File: src/rtl/battle_damage_calc_if.sv
// battle_damage_calc_if: bundles the attack request, HP load and result signals of the damage block.
interface battle_damage_calc_if #(
    parameter int HP_W    = 8,
    parameter int POWER_W = 8
);
    logic               load_hp;
    logic [HP_W-1:0]    hp_init_player;
    logic [HP_W-1:0]    hp_init_enemy;
    logic               start;
    logic               attacker_side;
    logic [2:0]         atk_type;
    logic [2:0]         def_type;
    logic [POWER_W-1:0] move_power;
    logic               tick;
    logic               busy;
    logic               done;
    logic [1:0]         effect;
    logic [POWER_W:0]   damage;
    logic [HP_W-1:0]    hp_player;
    logic [HP_W-1:0]    hp_enemy;
    logic               fainted_player;
    logic               fainted_enemy;

    modport master (
        output load_hp, hp_init_player, hp_init_enemy, start, attacker_side,
               atk_type, def_type, move_power, tick,
        input  busy, done, effect, damage, hp_player, hp_enemy,
               fainted_player, fainted_enemy
    );

    modport slave (
        input  load_hp, hp_init_player, hp_init_enemy, start, attacker_side,
               atk_type, def_type, move_power, tick,
        output busy, done, effect, damage, hp_player, hp_enemy,
               fainted_player, fainted_enemy
    );
endinterface

File: src/rtl/battle_damage_calc.sv
// battle_damage_calc: type-chart lookup, move damage, and per-tick HP drain of the defender.
module battle_damage_calc #(
    parameter int HP_W         = 8,
    parameter int POWER_W      = 8,
    parameter int TICKS_PER_HP = 1
) (
    input logic i_clk,
    input logic i_rst_n,
    battle_damage_calc_if.slave bus
);
    localparam int TW = (TICKS_PER_HP > 1) ? $clog2(TICKS_PER_HP) : 1;

    typedef enum logic [2:0] {S_IDLE, S_LOOKUP, S_CALC, S_DRAIN, S_DONE} state_t;

    state_t             r_state, w_next;
    logic               r_side;
    logic [2:0]         r_atk, r_def;
    logic [POWER_W-1:0] r_power;
    logic [3:0]         r_mult;
    logic [1:0]         r_eff_pend, r_effect;
    logic [POWER_W:0]   r_damage, r_rem;
    logic [HP_W-1:0]    r_hp_p, r_hp_e;
    logic [TW-1:0]      r_tcnt;

    logic [1:0]         w_eff;
    logic [3:0]         w_mult;
    logic [POWER_W+3:0] w_prod;
    logic [POWER_W:0]   w_raw, w_dmg;
    logic [HP_W-1:0]    w_def_hp;
    logic               w_drain_end, w_step;

    // Octal literal reads as {attacker, defender} type codes.
    always_comb begin
        w_eff = 2'b00;
        case ({r_atk, r_def})
            6'o02, 6'o05, 6'o10, 6'o21, 6'o25, 6'o32, 6'o34, 6'o40, 6'o51, 6'o54: w_eff = 2'b01;
            6'o00, 6'o01, 6'o04, 6'o11, 6'o12, 6'o15, 6'o20, 6'o22, 6'o30, 6'o33,
            6'o43, 6'o45, 6'o65: w_eff = 2'b10;
            default: w_eff = 2'b00;
        endcase
    end

    assign w_mult      = (w_eff == 2'b01) ? 4'd8 : (w_eff == 2'b10) ? 4'd2 : 4'd4;
    assign w_prod      = {4'b0, r_power} * {{POWER_W{1'b0}}, r_mult};
    assign w_raw       = w_prod[POWER_W+2:2];
    assign w_dmg       = (r_power != '0 && w_raw == '0) ? {{POWER_W{1'b0}}, 1'b1} : w_raw;
    assign w_def_hp    = r_side ? r_hp_p : r_hp_e;
    assign w_drain_end = (r_rem == '0) || (w_def_hp == '0);
    assign w_step      = bus.tick && (r_tcnt == TW'(TICKS_PER_HP - 1));

    always_comb begin
        w_next = r_state;
        case (r_state)
            S_IDLE:   if (bus.start && !bus.load_hp) w_next = S_LOOKUP;
            S_LOOKUP: w_next = S_CALC;
            S_CALC:   w_next = (w_dmg == '0) ? S_DONE : S_DRAIN;
            S_DRAIN:  if (w_drain_end) w_next = S_DONE;
            default:  w_next = S_IDLE;
        endcase
    end

    always_ff @(posedge i_clk) begin
        if (!i_rst_n) r_state <= S_IDLE;
        else          r_state <= w_next;
    end

    always_ff @(posedge i_clk) begin
        if (!i_rst_n) begin
            r_side     <= 1'b0;
            r_atk      <= '0;
            r_def      <= '0;
            r_power    <= '0;
            r_mult     <= '0;
            r_eff_pend <= '0;
            r_effect   <= '0;
            r_damage   <= '0;
            r_rem      <= '0;
            r_hp_p     <= '0;
            r_hp_e     <= '0;
            r_tcnt     <= '0;
        end else begin
            case (r_state)
                S_IDLE: begin
                    if (bus.load_hp) begin
                        r_hp_p <= bus.hp_init_player;
                        r_hp_e <= bus.hp_init_enemy;
                    end else if (bus.start) begin
                        r_side  <= bus.attacker_side;
                        r_atk   <= bus.atk_type;
                        r_def   <= bus.def_type;
                        r_power <= bus.move_power;
                    end
                end
                S_LOOKUP: begin
                    r_mult     <= w_mult;
                    r_eff_pend <= w_eff;
                end
                S_CALC: begin
                    r_damage <= w_dmg;
                    r_effect <= r_eff_pend;
                    r_rem    <= w_dmg;
                    r_tcnt   <= '0;
                end
                S_DRAIN: begin
                    if (!w_drain_end && bus.tick) begin
                        if (w_step) begin
                            if (r_side) r_hp_p <= r_hp_p - 1'b1;
                            else        r_hp_e <= r_hp_e - 1'b1;
                            r_rem  <= r_rem - 1'b1;
                            r_tcnt <= '0;
                        end else begin
                            r_tcnt <= r_tcnt + 1'b1;
                        end
                    end
                end
                default: ;
            endcase
        end
    end

    assign bus.busy           = (r_state != S_IDLE);
    assign bus.done           = (r_state == S_DONE);
    assign bus.effect         = r_effect;
    assign bus.damage         = r_damage;
    assign bus.hp_player      = r_hp_p;
    assign bus.hp_enemy       = r_hp_e;
    assign bus.fainted_player = (r_hp_p == '0);
    assign bus.fainted_enemy  = (r_hp_e == '0);
endmodule

File: src/flat_wrapper.sv
// flat-port wrapper written by rule: the top's interface ports become plain ports
module battle_damage_calc_flat 
#(
    parameter int HP_W         = 8,
    parameter int POWER_W      = 8,
    parameter int TICKS_PER_HP = 1
)
  (i_clk, i_rst_n, bus_load_hp, bus_hp_init_player, bus_hp_init_enemy, bus_start, bus_attacker_side, bus_atk_type, bus_def_type, bus_move_power, bus_tick, bus_busy, bus_done, bus_effect, bus_damage, bus_hp_player, bus_hp_enemy, bus_fainted_player, bus_fainted_enemy);
  battle_damage_calc_if #(.HP_W(HP_W), .POWER_W(POWER_W)) bus_i ();
  input logic i_clk;
  input logic i_rst_n;
  input wire logic [$bits(bus_i.load_hp)-1:0] bus_load_hp;
  input wire logic [$bits(bus_i.hp_init_player)-1:0] bus_hp_init_player;
  input wire logic [$bits(bus_i.hp_init_enemy)-1:0] bus_hp_init_enemy;
  input wire logic [$bits(bus_i.start)-1:0] bus_start;
  input wire logic [$bits(bus_i.attacker_side)-1:0] bus_attacker_side;
  input wire logic [$bits(bus_i.atk_type)-1:0] bus_atk_type;
  input wire logic [$bits(bus_i.def_type)-1:0] bus_def_type;
  input wire logic [$bits(bus_i.move_power)-1:0] bus_move_power;
  input wire logic [$bits(bus_i.tick)-1:0] bus_tick;
  output wire logic [$bits(bus_i.busy)-1:0] bus_busy;
  output wire logic [$bits(bus_i.done)-1:0] bus_done;
  output wire logic [$bits(bus_i.effect)-1:0] bus_effect;
  output wire logic [$bits(bus_i.damage)-1:0] bus_damage;
  output wire logic [$bits(bus_i.hp_player)-1:0] bus_hp_player;
  output wire logic [$bits(bus_i.hp_enemy)-1:0] bus_hp_enemy;
  output wire logic [$bits(bus_i.fainted_player)-1:0] bus_fainted_player;
  output wire logic [$bits(bus_i.fainted_enemy)-1:0] bus_fainted_enemy;
  assign bus_i.load_hp = bus_load_hp;
  assign bus_i.hp_init_player = bus_hp_init_player;
  assign bus_i.hp_init_enemy = bus_hp_init_enemy;
  assign bus_i.start = bus_start;
  assign bus_i.attacker_side = bus_attacker_side;
  assign bus_i.atk_type = bus_atk_type;
  assign bus_i.def_type = bus_def_type;
  assign bus_i.move_power = bus_move_power;
  assign bus_i.tick = bus_tick;
  assign bus_busy = bus_i.busy;
  assign bus_done = bus_i.done;
  assign bus_effect = bus_i.effect;
  assign bus_damage = bus_i.damage;
  assign bus_hp_player = bus_i.hp_player;
  assign bus_hp_enemy = bus_i.hp_enemy;
  assign bus_fainted_player = bus_i.fainted_player;
  assign bus_fainted_enemy = bus_i.fainted_enemy;
  battle_damage_calc #(.HP_W(HP_W), .POWER_W(POWER_W), .TICKS_PER_HP(TICKS_PER_HP)) u_core (.i_clk(i_clk), .i_rst_n(i_rst_n), .bus(bus_i));
endmodule
File: config.mk
export PLATFORM = sky130hd
export DESIGN_NAME = battle_damage_calc_flat
export DESIGN_NICKNAME = d
export VERILOG_FILES = /design/src/rtl/battle_damage_calc_if.sv /design/src/rtl/battle_damage_calc.sv /design/src/flat_wrapper.sv
export SDC_FILE = /design/constraint.sdc
export NUM_CORES = 1
export LEC_CHECK = 0
export BUFFER_PORTS_ARGS = -buffer_cell sky130_fd_sc_hd__buf_4
export CAP_MARGIN = 0
export CORE_UTILIZATION = 50
export CTS_BUF_LIST = sky130_fd_sc_hd__clkbuf_16
export DETAILED_ROUTE_END_ITERATION = 8
export PLACE_DENSITY = 0.75
export SYNTH_ARGS = -nofsm -noshare
export SYNTH_HDL_FRONTEND = slang
export SYNTH_SLANG_ARGS = --single-unit
File: constraint.sdc
create_clock -name i_clk -period 3.4 [get_ports i_clk]
set_input_delay 0.34 -clock i_clk [delete_from_list [all_inputs] [get_ports i_clk]]
set_output_delay 0.34 -clock i_clk [all_outputs]
set_load 0.01 [all_outputs]
==> results.json, run 1 <==
{
  "die_x_um": 91.93,
  "wirelength_mm": 10.50,
  "numCtsBuffers": 9,
  "finish.utilization_pct": 65.45,
  "setup_viol": 0,
  "fp.coreArea_um2": 7767,
  "syn_area_per_cell_um2": 7.792,
  "io-pin-count": 67,
  "synth_commonest_cells": "92 x nand2_1, 62 x dfxtp_1, 54 x a21oi_1",
  "grt_pass1_vias": 3712,
  "startpoint_type": "flop",
  "synth_top_cell_by_area": "dfxtp_1",
  "hold_path.class": "in -> reg",
  "syn-instance-count": 519,
  "die_y_um": 91.93,
  "critPathRequiredTime_ns": 3.64,
  "num_vias": 4008,
  "initial_core_util_pct": 52.06,
  "layout-drive-gt1-share_pct": 23.27,
  "rsz0062_at_grt": "true",
  "leakagePower_uw": 0.002156,
  "dieArea_um2": 8451,
  "dpl.cell_count": 676,
  "finalCriticalPeriod_ns": 3.379,
  "hold_slack_ns": 0.2557,
  "grt_max_degree": 41,
  "std_cell_rows": 32,
  "synthArstFlopShare_pct": 0,
  "io_buffers": 66,
  "cts_tree": "yes",
  "yosysMostFrequentCell": "nand2_1",
  "fillers": 668,
  "grt_pass1_wl_mm": 17.36,
  "final_cells": 695,
  "synth_fp_nets": 588,
  "drtPass1Iterations": 4,
  "htreeDepth": 3,
  "final_nets": 659,
  "fmax_ghz": 0.2960,
  "netlist_area_um2": 4044,
  "slew_headroom_pct": 44.59,
  "clockBufferDepth": 2,
  "drtIter0Drc": 279,
  "timing.critical_path.from": "u_core.r_mult[2]$_SDFFE_PN0P_",
  "clk_latency_ns": 0.33,
  "yosys_warnings": 0,
  "hpwl_mm": 7.402,
  "via_per_inst": 5.767,
  "ant_nets": 0,
  "ys_ff_latch": 62,
  "synthFlopType": "dfxtp_1",
  "synthTopCellsByArea": "dfxtp_1 31%, nand2_1 8.5%, ha_1 8.0%",
  "drv_slew": 0,
  "grt_usage_pct": 25.38,
  "power_density_nw_per_um2": 393.1,
  "cts_sinks": 62,
  "crit_arrival_ns": 3.62,
  "drc": 0,
  "synth-edff-count": 0,
  "synth_top_area_share_pct": 30.69,
  "grt.overflow.total": 0,
  "r2r_start": "u_core.r_mult[2]$_SDFFE_PN0P_",
  "skew_ns": 0.003473,
  "worstSetupPathType": "reg -> reg",
  "hold_start": "bus_move_power[0]",
  "setup-tns-final_ns": 0,
  "drv_cap": 0,
  "hold_violations": 0,
  "insertedDiodeCount": 0,
  "yosysUniqueCellTypes": 63,
  "worst_pin_slew_ns": 0.8281,
  "path_clk_slew_ns": 0.05,
  "crit_path_end_kind": "flop",
  "post_drt_wl_per_cell_um": 15.10,
  "yosysSeqAreaShare_pct": 30.69,
  "syn_to_final_growth_pct": 25.71,
  "path_max_fanout": 6,
  "period_share_pct": 99.37,
  "antenna_found_initial": 0,
  "status": "finished clean",
  "vdd_ir_drop_max_v": 0.0002932,
  "cts-root-buf": "clkbuf_16",
  "gp_congestion": 0.8642
}
-- worst max-delay path, cell delays in order (launching register included) --
cell and delay (ns):
dfxtp_2 0.33, buf_4 0.15, and2_1 0.17, fa_1 0.56
ha_4 0.24, fa_2 0.38, a211oi_2 0.28, o21bai_1 0.11
a21oi_1 0.19, xnor2_1 0.14, or4_4 0.51, a221oi_2 0.23
-- stage by stage --
stage | instance area [um^2] | power (uW) | worst slack [ns]
global placement | 4679 | 1208 | 0.05359
global route | 5084 | 2100 | -0.1247
CTS | 4987 | 1998 | 0.009148
detailed placement | 4679 | 1218 | -0.1242
finish | 5084 | 1999 | 0.02144
floorplan | 4046 | 1069 | 0.04076
-- power breakdown --
group          internal [uW]  leakage, uW  switching (uW)
logic                    184      0.00152             220
clock network            472     0.000125             306
registers                767     0.000508            49.2
-- path summary, 6_finish.rpt --
kind / to / slack [ns] / cells past startpoint
setup / recovery: u_core.r_rem[0]$_SDFFE_PN0P_ / 0.02 / 11
hold / removal: u_core.r_power[0]$_SDFFE_PN0P_ / 0.26 / 3
setup reg to reg: u_core.r_rem[0]$_SDFFE_PN0P_ / 0.02 / 11
hold reg to reg: u_core.r_tcnt$_SDFFE_PN0P_ / 0.43 / 2
-- sequential cells by signal, summed over array words and instances, names as in the netlist --
register / cells
u_core.bus.damage: 9
u_core.bus.effect: 2
u_core.bus.hp_enemy: 8
u_core.bus.hp_player: 8
u_core.r_atk: 3
u_core.r_def: 3
u_core.r_eff_pend: 2
u_core.r_mult: 3
u_core.r_power: 8
u_core.r_rem: 9
u_core.r_side: 1
u_core.r_state: 3
u_core.r_tcnt: 1
u_core.w_eff: 2
-- repair_timing --
action                     in CTS  in global routing
setup endpoints to repair       2                  5
gates resized for setup        10                 17
hold buffers                    0                  0
pin swaps                      12                 14
setup buffers                   3                  2
-- area by class of cell --
| cell class | count | area [um^2] | area share [%] |
|---|---|---|---|
| clock buffer | 9 | 225.2 | 4.430 |
| clock inverter | 5 | 20.02 | 0.3938 |
| inverter | 26 | 100.1 | 1.969 |
| multi-input combinational | 406 | 2710 | 53.31 |
| sequential | 62 | 1250 | 24.59 |
| tap | 102 | 127.6 | 2.510 |
| timing repair buffer | 85 | 650.6 | 12.80 |
-- metal layers --
layer | routed length, um | up-vias | GRT usage, %
met5 | 0 | - | 0
met4 | 222 | 0 | 8.333
met3 | 526 | 21 | 4.892
met2 | 4945 | 134 | 41.17
met1 | 4801 | 1872 | 33.81
li1 | - | 1981 | -
-- cell usage in the layout (no fill, tap or decap), types with 3 or more instances in the layout --
| cell type | instances |
|---|---|
| nor4_1 | 6 |
| nand2b_1 | 5 |
| a32o_1 | 3 |
| a21o_1 | 5 |
| a21oi_1 | 54 |
| nand3_1 | 14 |
| dfxtp_1 | 55 |
| nand2_1 | 91 |
| nor2_1 | 30 |
| xor2_1 | 7 |
| o31ai_1 | 6 |
| nor3_1 | 14 |
| ha_4 | 4 |
| clkbuf_16 | 9 |
| nor2b_1 | 3 |
| clkinv_1 | 3 |
| fa_1 | 6 |
| mux2i_1 | 8 |
| o21ai_0 | 36 |
| inv_1 | 26 |
| a211oi_2 | 3 |
| and3_1 | 4 |
| o32ai_1 | 4 |
| dfxtp_2 | 7 |
| o21ai_2 | 3 |
| buf_4 | 84 |
| and2_1 | 10 |
| o211ai_1 | 8 |
| a211oi_1 | 3 |
| ha_1 | 20 |
| nor4b_1 | 3 |
-- kinds of logic after synthesis --
kind of cell	after synthesis	synth area share (%)
DFF	62	30.69
buffers and inverters	51	5.136
xor gates and xnor gates	11	2.382
and+or+nand+nor	205	24.85
AOI/OAI and AO/OA	149	23.45
muxes	8	1.980
adders and majority gates	33	11.51
(Power assumes the default switching activity.)
==> inputs of run 2 (changes only) <==
Settings changed: REMOVE_ABC_BUFFERS set to 1.
==> results.json, run 2 (same netlist as run 1, synthesis figures left out) <==
{
  "status": "complete, but fails checks",
  "violations": "setup timing",
  "switching_share_pct": 26.25,
  "path_clk_slew_ns": 0.05,
  "finalCriticalPeriod_ns": 3.437,
  "drc": 0,
  "drtPass1Iterations": 5,
  "layout_common_cells": "91 x nand2_1, 87 x buf_4, 55 x dfxtp_1, 53 x a21oi_1, 36 x o21ai_0",
  "drv_slew": 0,
  "final_common_cell": "nand2_1",
  "drv_cap": 0,
  "wirelength_mm": 10.79,
  "cts-root-buf": "clkbuf_16",
  "grt_pass1_vias": 3672,
  "vdd_ir_drop_max_v": 0.0002977,
  "finish.utilization_pct": 67.49,
  "worstSetupPathType": "reg -> reg",
  "setup_viol": 1,
  "drtIter0Drc": 367,
  "hold_path.class": "in -> reg",
  "fin_ws_ns": -0.03704,
  "layout-drive-gt1-share_pct": 24.96,
  "power.share.sequential_pct": 36.4,
  "power_density_nw_per_um2": 428.0,
  "fp.coreArea_um2": 7767,
  "insertedDiodeCount": 0,
  "grt_max_degree": 36,
  "slew_headroom_pct": 45.55,
  "power.internal_uw": 1655,
  "period_share_pct": 101.1,
  "fillers": 651,
  "post_drt_wl_per_cell_um": 15.35,
  "critical_path.max_stage_delay_ns": 0.57,
  "setup-tns-final_ns": -0.03704,
  "rsz0062_at_grt": "true",
  "io_buffers": 66,
  "dieArea_um2": 8451,
  "clk_latency_ns": 0.33,
  "cts_sinks": 62,
  "crit_path_end_kind": "flop",
  "path_cells": "buf_6 -> and2_4 -> fa_1 -> ha_4 -> fa_2 -> a21o_1 -> a211oi_2 -> nor2_2 -> nand2b_4 -> or4_4 -> a221oi_2",
  "pwr-share-comb_pct": 17.9,
  "crit_arrival_ns": 3.68,
  "critPathRequiredTime_ns": 3.64,
  "crit_family": "adder cells",
  "clockPowerShare_pct": 45.6,
  "cts_tree": "yes",
  "worst_pin_slew_ns": 0.8138,
  "std_cell_rows": 32,
  "cp.buffers_inverters": 1,
  "critPathSlowestCell": "fa_1",
  "hpwl_mm": 7.168,
  "io-pin-count": 67,
  "leakagePower_uw": 0.002221,
  "dpl.cell_count": 680,
  "syn_to_final_growth_pct": 29.64,
  "skew_ns": 0.01027,
  "via_per_inst": 5.774,
  "final_cells": 703,
  "final_nets": 665,
  "num_vias": 4059,
  "grt.overflow.total": 0,
  "initial_core_util_pct": 52.06,
  "grt_pass1_wl_mm": 16.93,
  "path_max_fanout": 5,
  "numCtsBuffers": 9,
  "hold_violations": 0,
  "clockBufferDepth": 2,
  "fmax_ghz": 0.2909,
  "die_x_um": 91.93,
  "grt_usage_pct": 24.91,
  "p_total_uw": 2244,
  "gp_congestion": 0.9612,
  "ant_nets": 0,
  "antenna_found_initial": 0,
  "die_y_um": 91.93,
  "ctsHoldBuffers": 0,
  "htreeDepth": 3,
  "startpoint_type": "flop",
  "switching_power_uw": 589.0
}
[run 2: cell count changes in the layout (fill, tap and decap cells not counted), sizes merged]
cell and delta:
clkinv -2, bufinv +3, inv +1, buf +6
[run 2: final timing paths]
kind,depth (start not counted),startpoint,to,slack (ns)
worst max-delay path,11,u_core.r_mult[1]$_SDFFE_PN0P_,u_core.r_rem[0]$_SDFFE_PN0P_,-0.04
worst min register to register,2,u_core.r_tcnt$_SDFFE_PN0P_,u_core.r_tcnt$_SDFFE_PN0P_,0.45
worst max register to register,11,u_core.r_mult[1]$_SDFFE_PN0P_,u_core.r_rem[0]$_SDFFE_PN0P_,-0.04
worst min-delay path,3,bus_move_power[3],u_core.r_power[3]$_SDFFE_PN0P_,0.25
[run 2: final cells by class]
| cell class | count | area, um^2 | share of cell area [%] |
|---|---|---|---|
| multi-input combinational | 406 | 2731 | 52.10 |
| sequential | 62 | 1255 | 23.94 |
| timing repair buffer | 91 | 698.2 | 13.32 |
| clock buffer | 9 | 225.2 | 4.296 |
| tap | 102 | 127.6 | 2.434 |
| clock inverter | 7 | 105.1 | 2.005 |
| inverter | 26 | 100.1 | 1.909 |
[run 2: what timing repair did]
item | in CTS | in global routing
setup buffers | 2 | 5
pin swaps | 5 | 20
cloned | 0 | 0
setup endpoints to repair | 2 | 6
gates resized for setup | 6 | 33
endpoints found under the hold margin | 0 | 0
[run 2: routing by layer]
metal	part of all wire, %	GRT usage [%]
met1	43	32.56
met2	50	40.73
met3	5.4	4.809
met4	1.2	8.984
met5	0	0
[run 2: metrics by stage]
step | setup slack [ns] | hold slack (ns) | cell area [um^2]
after CTS | 0.007840 | 0.2519 | 5061
after detailed placement | -0.06901 | 0.4335 | 4695
after global placement | 0.01141 | 0.4245 | 4695
after global routing | -0.1324 | 0.2618 | 5243
final | -0.03704 | 0.2542 | 5243
after floorplan | -0.02367 | 0.4113 | 3936
[run 2: tightest hold or removal path, stage by stage]
cell,delay [ns]
buf_4,0.11
nand2_1,0.05
a21oi_1,0.05
[run 2: power by group through the flow]
| stage | sequential [uW] | combinational, uW | clock [uW] |
|---|---|---|---|
| floorplan | 827 | 228 | 0 |
| global placement | 827 | 376 | 0 |
| detailed placement | 828 | 384 | 0 |
| CTS | 814 | 387 | 1030 |
| global route | 822 | 445 | 1070 |
| finish | 817 | 403 | 1020 |
